===== src/rtl/wb_regfile.sv =====
// -----------------------------------------------------------------------------
// wb_regfile
//   Writeback stage plus architectural register file for a 5-stage pipeline.
//   This block selects the writeback data from the MEM/WB register and commits
//   it into the register file. It provides two combinational read ports with
//   write-through bypass. It also keeps a count of committed writes and the
//   index of the most recent destination register.
//
// Ports
//   clk       in   clock; all state updates on the rising edge
//   rst       in   synchronous, active-high reset
//   RData     in   [DATA_W]  memory read data (MEM/WB)
//   ALU       in   [DATA_W]  ALU result (MEM/WB)
//   Mux5      in   [ADDR_W]  destination register index (MEM/WB)
//   WB        in   [2]       {RegWrite, MemtoReg}
//   RA1, RA2  in   [ADDR_W]  read port addresses
//   RD1, RD2  out  [DATA_W]  read port data (0-cycle latency, bypassed)
//   WData     out  [DATA_W]  selected writeback data
//   wcount    out  [32]      number of committed writes (wraps modulo 2**32)
//   lastDest  out  [ADDR_W]  destination index of the most recent commit
// -----------------------------------------------------------------------------
module wb_regfile #(
  parameter int DATA_W = 32,
  parameter int ADDR_W = 5
) (
  input  logic              clk,
  input  logic              rst,
  input  logic [DATA_W-1:0] RData,
  input  logic [DATA_W-1:0] ALU,
  input  logic [ADDR_W-1:0] Mux5,
  input  logic [1:0]        WB,
  input  logic [ADDR_W-1:0] RA1,
  input  logic [ADDR_W-1:0] RA2,
  output logic [DATA_W-1:0] RD1,
  output logic [DATA_W-1:0] RD2,
  output logic [DATA_W-1:0] WData,
  output logic [31:0]       wcount,
  output logic [ADDR_W-1:0] lastDest
);

  localparam int NREGS = 2 ** ADDR_W;

  logic [DATA_W-1:0] r_regs [NREGS];
  logic [31:0]       r_wcount;
  logic [ADDR_W-1:0] r_last_dest;

  logic              w_reg_write;
  logic              w_mem_to_reg;
  logic              w_commit;
  logic [DATA_W-1:0] w_wdata;

  assign w_reg_write  = WB[1];
  assign w_mem_to_reg = WB[0];

  // Register 0 is hard-wired to zero, so a write aimed at it is not a commit
  // and does not touch wcount or lastDest. Reset also suppresses the commit,
  // which disables the bypass while rst is high.
  assign w_commit = !rst && w_reg_write && (Mux5 != '0);
  assign w_wdata  = w_mem_to_reg ? RData : ALU;

  // NOTE: every signal written in an always_comb gets a default on the first
  // line. Otherwise a path that skips the assignment infers a latch.
  always_comb begin
    RD1 = r_regs[RA1];
    RD2 = r_regs[RA2];
    if (w_commit && (RA1 == Mux5)) RD1 = w_wdata;
    if (w_commit && (RA2 == Mux5)) RD2 = w_wdata;
  end

  // NOTE: state is updated with non-blocking assignments only. Every register
  // then samples pre-edge values, and simulation matches the synthesized flops.
  // NOTE: the whole array is cleared on reset because reset must zero every
  // register. This rules out a RAM macro and maps the file onto flops, which
  // is acceptable at this size.
  always_ff @(posedge clk) begin
    if (rst) begin
      for (int i = 0; i < NREGS; i++) r_regs[i] <= '0;
      r_wcount    <= '0;
      r_last_dest <= '0;
    end else if (w_commit) begin
      r_regs[Mux5] <= w_wdata;
      r_wcount     <= r_wcount + 32'd1;
      r_last_dest  <= Mux5;
    end
  end

  assign WData    = w_wdata;
  assign wcount   = r_wcount;
  assign lastDest = r_last_dest;

endmodule

===== config.mk =====
export PLATFORM = sky130hd
export DESIGN_NAME = wb_regfile
export DESIGN_NICKNAME = d
export VERILOG_FILES = /design/src/rtl/wb_regfile.sv
export SDC_FILE = /design/constraint.sdc
export NUM_CORES = 2
export LEC_CHECK = 0
export ABC_AREA = 1
export BUFFER_PORTS_ARGS = -buffer_cell sky130_fd_sc_hd__buf_2
export CORE_MARGIN = 8
export CORE_UTILIZATION = 40
export CTS_CLUSTER_DIAMETER = 100
export DETAILED_ROUTE_END_ITERATION = 12
export PLACE_DENSITY_LB_ADDON = 0.05
export SYNTH_ARGS = -nofsm -noshare
export SYNTH_HDL_FRONTEND = slang
export SYNTH_SLANG_ARGS = --single-unit

===== constraint.sdc =====
create_clock -name clk -period 2.5 [get_ports clk]
set_clock_uncertainty 0.05 [all_clocks]
set_input_delay 0.375 -clock clk [delete_from_list [all_inputs] [get_ports clk]]
set_output_delay 0.375 -clock clk [all_outputs]
set_load 0.01 [all_outputs]

Yosys cells after proc, flatten, opt, wreduce, memory -nomap -nowiden. Memory sizes are Yosys's and may differ from the RTL's. Index checks and enable logic that the tools add are counted.

Add/sub/neg operators: 1. Equal/unequal tests: 2. Muxes and demuxes: 11. Reductions and logical operators: 7.

Operators with widths (count): 32-bit 2-to-1 mux (4); 32-bit by 1-bit adder with 32-bit output, second input constant (1); 32-bit OR reduction (1); 5-bit == test (2); 1-bit 2-to-1 mux (6); 5-bit 2-to-1 mux (1); 5-bit nonzero test (1); 1-bit logical AND (4); 1-bit zero test (1).

Bits in registers: 37. Memory bits (writable): 1024. Input bits: 83. Memories: 1.

Memories: r_regs (depth 32, width 32, rd ports 2, clocked after memory_dff 0, wr ports 32, RTL line 43) `logic [DATA_W-1:0] r_regs [NREGS];`.

Depth between registers and ports, before layout.
Depth after elaboration: 8. Gate-level depth with buffers: 11. Depth with buffers taken out: 9.

Worst setup path before layout. OpenSTA, ideal clock, no wires.

Path type: input port to flip-flop. Start: in Mux5[2]. End: mem r_regs[15][0] (enable). Library setup time: 389 ps. Arrival: 2191 ps. Data required time: 2061 ps. Path slack: -131 ps. Stages: 10. Path through: buf_2 > nor3_4 > nand2_1 > nand2_4 > inv_2 > nand2_1 > nor2_4 > nand2_1 > buf_4 > nand2_1.

RTL lines: start: declaration (RTL line 30) `input logic [ADDR_W-1:0] Mux5,`; end: declaration (RTL line 43).

==> metrics.cfg <==
[routing]
routed_wl_um = 263000
route.met2.wl_um = 119000
ant_nets = 0
dr.pass1.iters = 6
met3_length_um = 26000
via_per_inst = 5.78
wl_per_cell_um = 26.2
drcViolationCount = 0
wl_met1_um = 104000
vias = 58000
first_iter_violations = 6946
routed.top_layer = met4

[worst_setup_path]
worst_setup_path_start_kind = register
path_max_fanout = 2
setup.reg_to_reg.worst_slack_ns = 0.47
cpMostUsedCell = nand2_1
worstPathArrival_ns = 2.17
end_kind = primary output
required_ns = 2.08
path_cells = nand2_1 > nand3_1 > nand3_1 > nand2_1 > nand2_1 > nand3_2 > nand3_2 > buf_6 > nand2_4 > buf_6
worst-setup-path-type = register to primary output
crit_path_max_incr_delay_ns = 0.43
crit_slowest_cell = edfxtp_1

[final_layout]
area_delta_synth_final_pct = 26.8
fillCellCount = 13800
fin_util_pct = 51.0
drive_gt1_share_pct = 19.5
seqCellArea_um2 = 31500
multi_input_area_um2 = 27400
final_common_cell = nand2_1
final_cell_mix = 2595 x nand2_1, 1516 x nand3_1, 1043 x nor2_1
layout.nets = 8083

[logic_synthesis]
synth-seq-area-share_pct = 53.1
synth_cell_type_count = 34
yosys_register_bits = 1061
avgSynthCellArea_um2 = 7.74
syn-cell-area_um2 = 59400
ys_warn_count = 0
syn_inst = 7665

[cts]
clock-root-buffer = clkbuf_16
cts_buffer_depth = 3
cts_buffers = 130
cts_sinks = 1061
clk-insertion-delay-late_ns = 0.77
cts_tree = yes
htreeDepth = 4
path_clk_slew_ns = 0.06

[min_path]
min_path_type = primary input to register

[timing]
max_freq_mhz = 385
rsz0062_at_grt = yes
min_period_over_period_pct = 104
finalCriticalPeriod_ns = 2.60
worst_slew_pin_slew_ns = 0.900
setup_viol = 26
maxSlewViolCount = 0
worst_slack_ns = -0.0962
whs_ns = 0.0513
timing.slew.headroom_pct = 40.0
hold_viol_final = 0

[pwr]
combPwrFrac_pct = 17.4
pwr-share-clk_pct = 38.9
seqPwrFrac_pct = 43.7
vdd.ir_drop.worst_mv = 0.528
cellInternalPower_w = 0.0340
p_switching_w = 0.0139
cellLeakagePower_nw = 32.1
power_density_nw_per_um2 = 638
power.share.switching_pct = 29.1

[status]
violations = negative setup slack
outcome = complete, but fails checks

[floorplanning]
die_y_um = 401
rows = 141
pin_count = 216
core_area_um2 = 147000
die_w_um = 401
start_util_pct = 40.2
dieArea_um2 = 161000

[global_route]
grt_pass1_wl_um = 374000
grt_start_max_net_pins = 51
track_usage_pct = 30.9
grt_pass1_vias = 55400
overflow = 0
antenna_found_initial = 0

[placement]
gp_congestion = 0.914
hpwlAfterDp_um = 168000
io_buffers = 215

[flow_run]
maxCapViolCount = 0

==> per-stage QoR <==
stage | cell area, um2 | worst slack (ns) | power [W] | std cells | TNS, ns
finish | 75200 | -0.0962 | 0.0480 | 10000 | -0.963
global route | 75200 | -0.187 | 0.0494 | 10000 | -6.13
CTS | 73200 | -0.131 | 0.0476 | 9975 | -2.42
detailed placement | 67500 | -0.204 | 0.0287 | 9741 | -1.62
global placement | 67500 | -0.193 | 0.0287 | 9741 | -1.12
floorplan | 59500 | -0.107 | 0.0250 | 7696 | -55.94
==> synth_stat cells (all sizes together) <==
| cell | instances | area share (%) |
|---|---|---|
| nor3b | 2 | 0.025 |
| nor4 | 2 | 0.042 |
| o21ai | 41 | 0.35 |
| ha | 1 | 0.021 |
| dfxtp | 37 | 1.2 |
| nand2 | 2810 | 18 |
| edfxtp | 1024 | 52 |
| buf | 305 | 2.8 |
| o21a | 1 | 0.013 |
| nand4 | 12 | 0.13 |
| o21bai | 3 | 0.038 |
| nand2b | 1 | 0.011 |
| clkbuf | 359 | 2.3 |
| conb | 1 | 0.0063 |
| nor2 | 1045 | 6.6 |
| xor2 | 9 | 0.13 |
| o211ai | 2 | 0.025 |
| nor3 | 21 | 0.20 |
| nand3b | 6 | 0.097 |
| clkinv | 2 | 0.013 |
| nand3 | 1813 | 15 |
| inv | 144 | 0.91 |
| a21oi | 23 | 0.19 |
| a211oi | 1 | 0.013 |
==> worst max-delay path: cells and delay by family, from the launching register on <==
family | cells | cell delay (ns)
buffers and inverters | 2 | 0.25
flip-flops | 1 | 0.43
AND/OR/NAND/NOR | 8 | 0.71
==> state kept, by name, indices dropped and copies added (netlist names) <==
signal	cells
wcount	32
r_regs	1024
lastDest	5
==> cell families after synthesis <==
kind of cell | Yosys count | synth area share (%)
flip-flops | 1061 | 53.1
AO/OA/AOI/OAI | 71 | 0.628
other | 1 | 0.00632
AND/OR/NAND/NOR | 5712 | 40.2
XOR/XNOR | 9 | 0.133
adder cells (fa/ha/maj) | 1 | 0.0211
buffers and inverters | 810 | 5.96
==> cell type report <==
type	instances	share of cell area (%)
diodes	1	0.00333
clock buffers	162	4.61
clock inverters	71	0.828
inverters	146	0.861
multi-input cells	5825	36.4
flip-flops and latches	1061	41.8
well taps	1930	3.21
repair buffers	835	12.3
==> power groups by stage <==
stage | clock (W) | combinational, W | sequential, W
CTS | 0.0189 | 0.00781 | 0.0209
global route | 0.0195 | 0.00887 | 0.0211
finish | 0.0187 | 0.00834 | 0.0210
global placement | 0 | 0.00740 | 0.0213
floorplan | 0 | 0.00381 | 0.0212
detailed placement | 0 | 0.00742 | 0.0213
==> layer usage <==
metal	up-vias	track usage, %
li1	26000	-
met1	27900	40.3
met2	3395	49.1
met3	685	5.93
met4	0	15.3
met5	-	0
==> repair_timing <==
item                                    CTS  global route
setup buffers                             0            45
hold endpoints to repair                  1             0
pin swaps                               138           241
resized for setup                       341           304
cloned                                    0            11
hold buffers                              2             0
endpoints found under the setup margin   64            64
==> worst paths after layout <==
kind / end / start / cells past startpoint
worst max-delay path: RD1[31] / r_regs[5][31] / 10
worst min-delay path: r_regs[25][18] / ALU[18] / 3
worst max register to register: wcount[28] / wcount[0] / 10
worst min register to register: lastDest[2] / lastDest[2] / 2
Note: power is estimated with default switching activity, not from simulation.
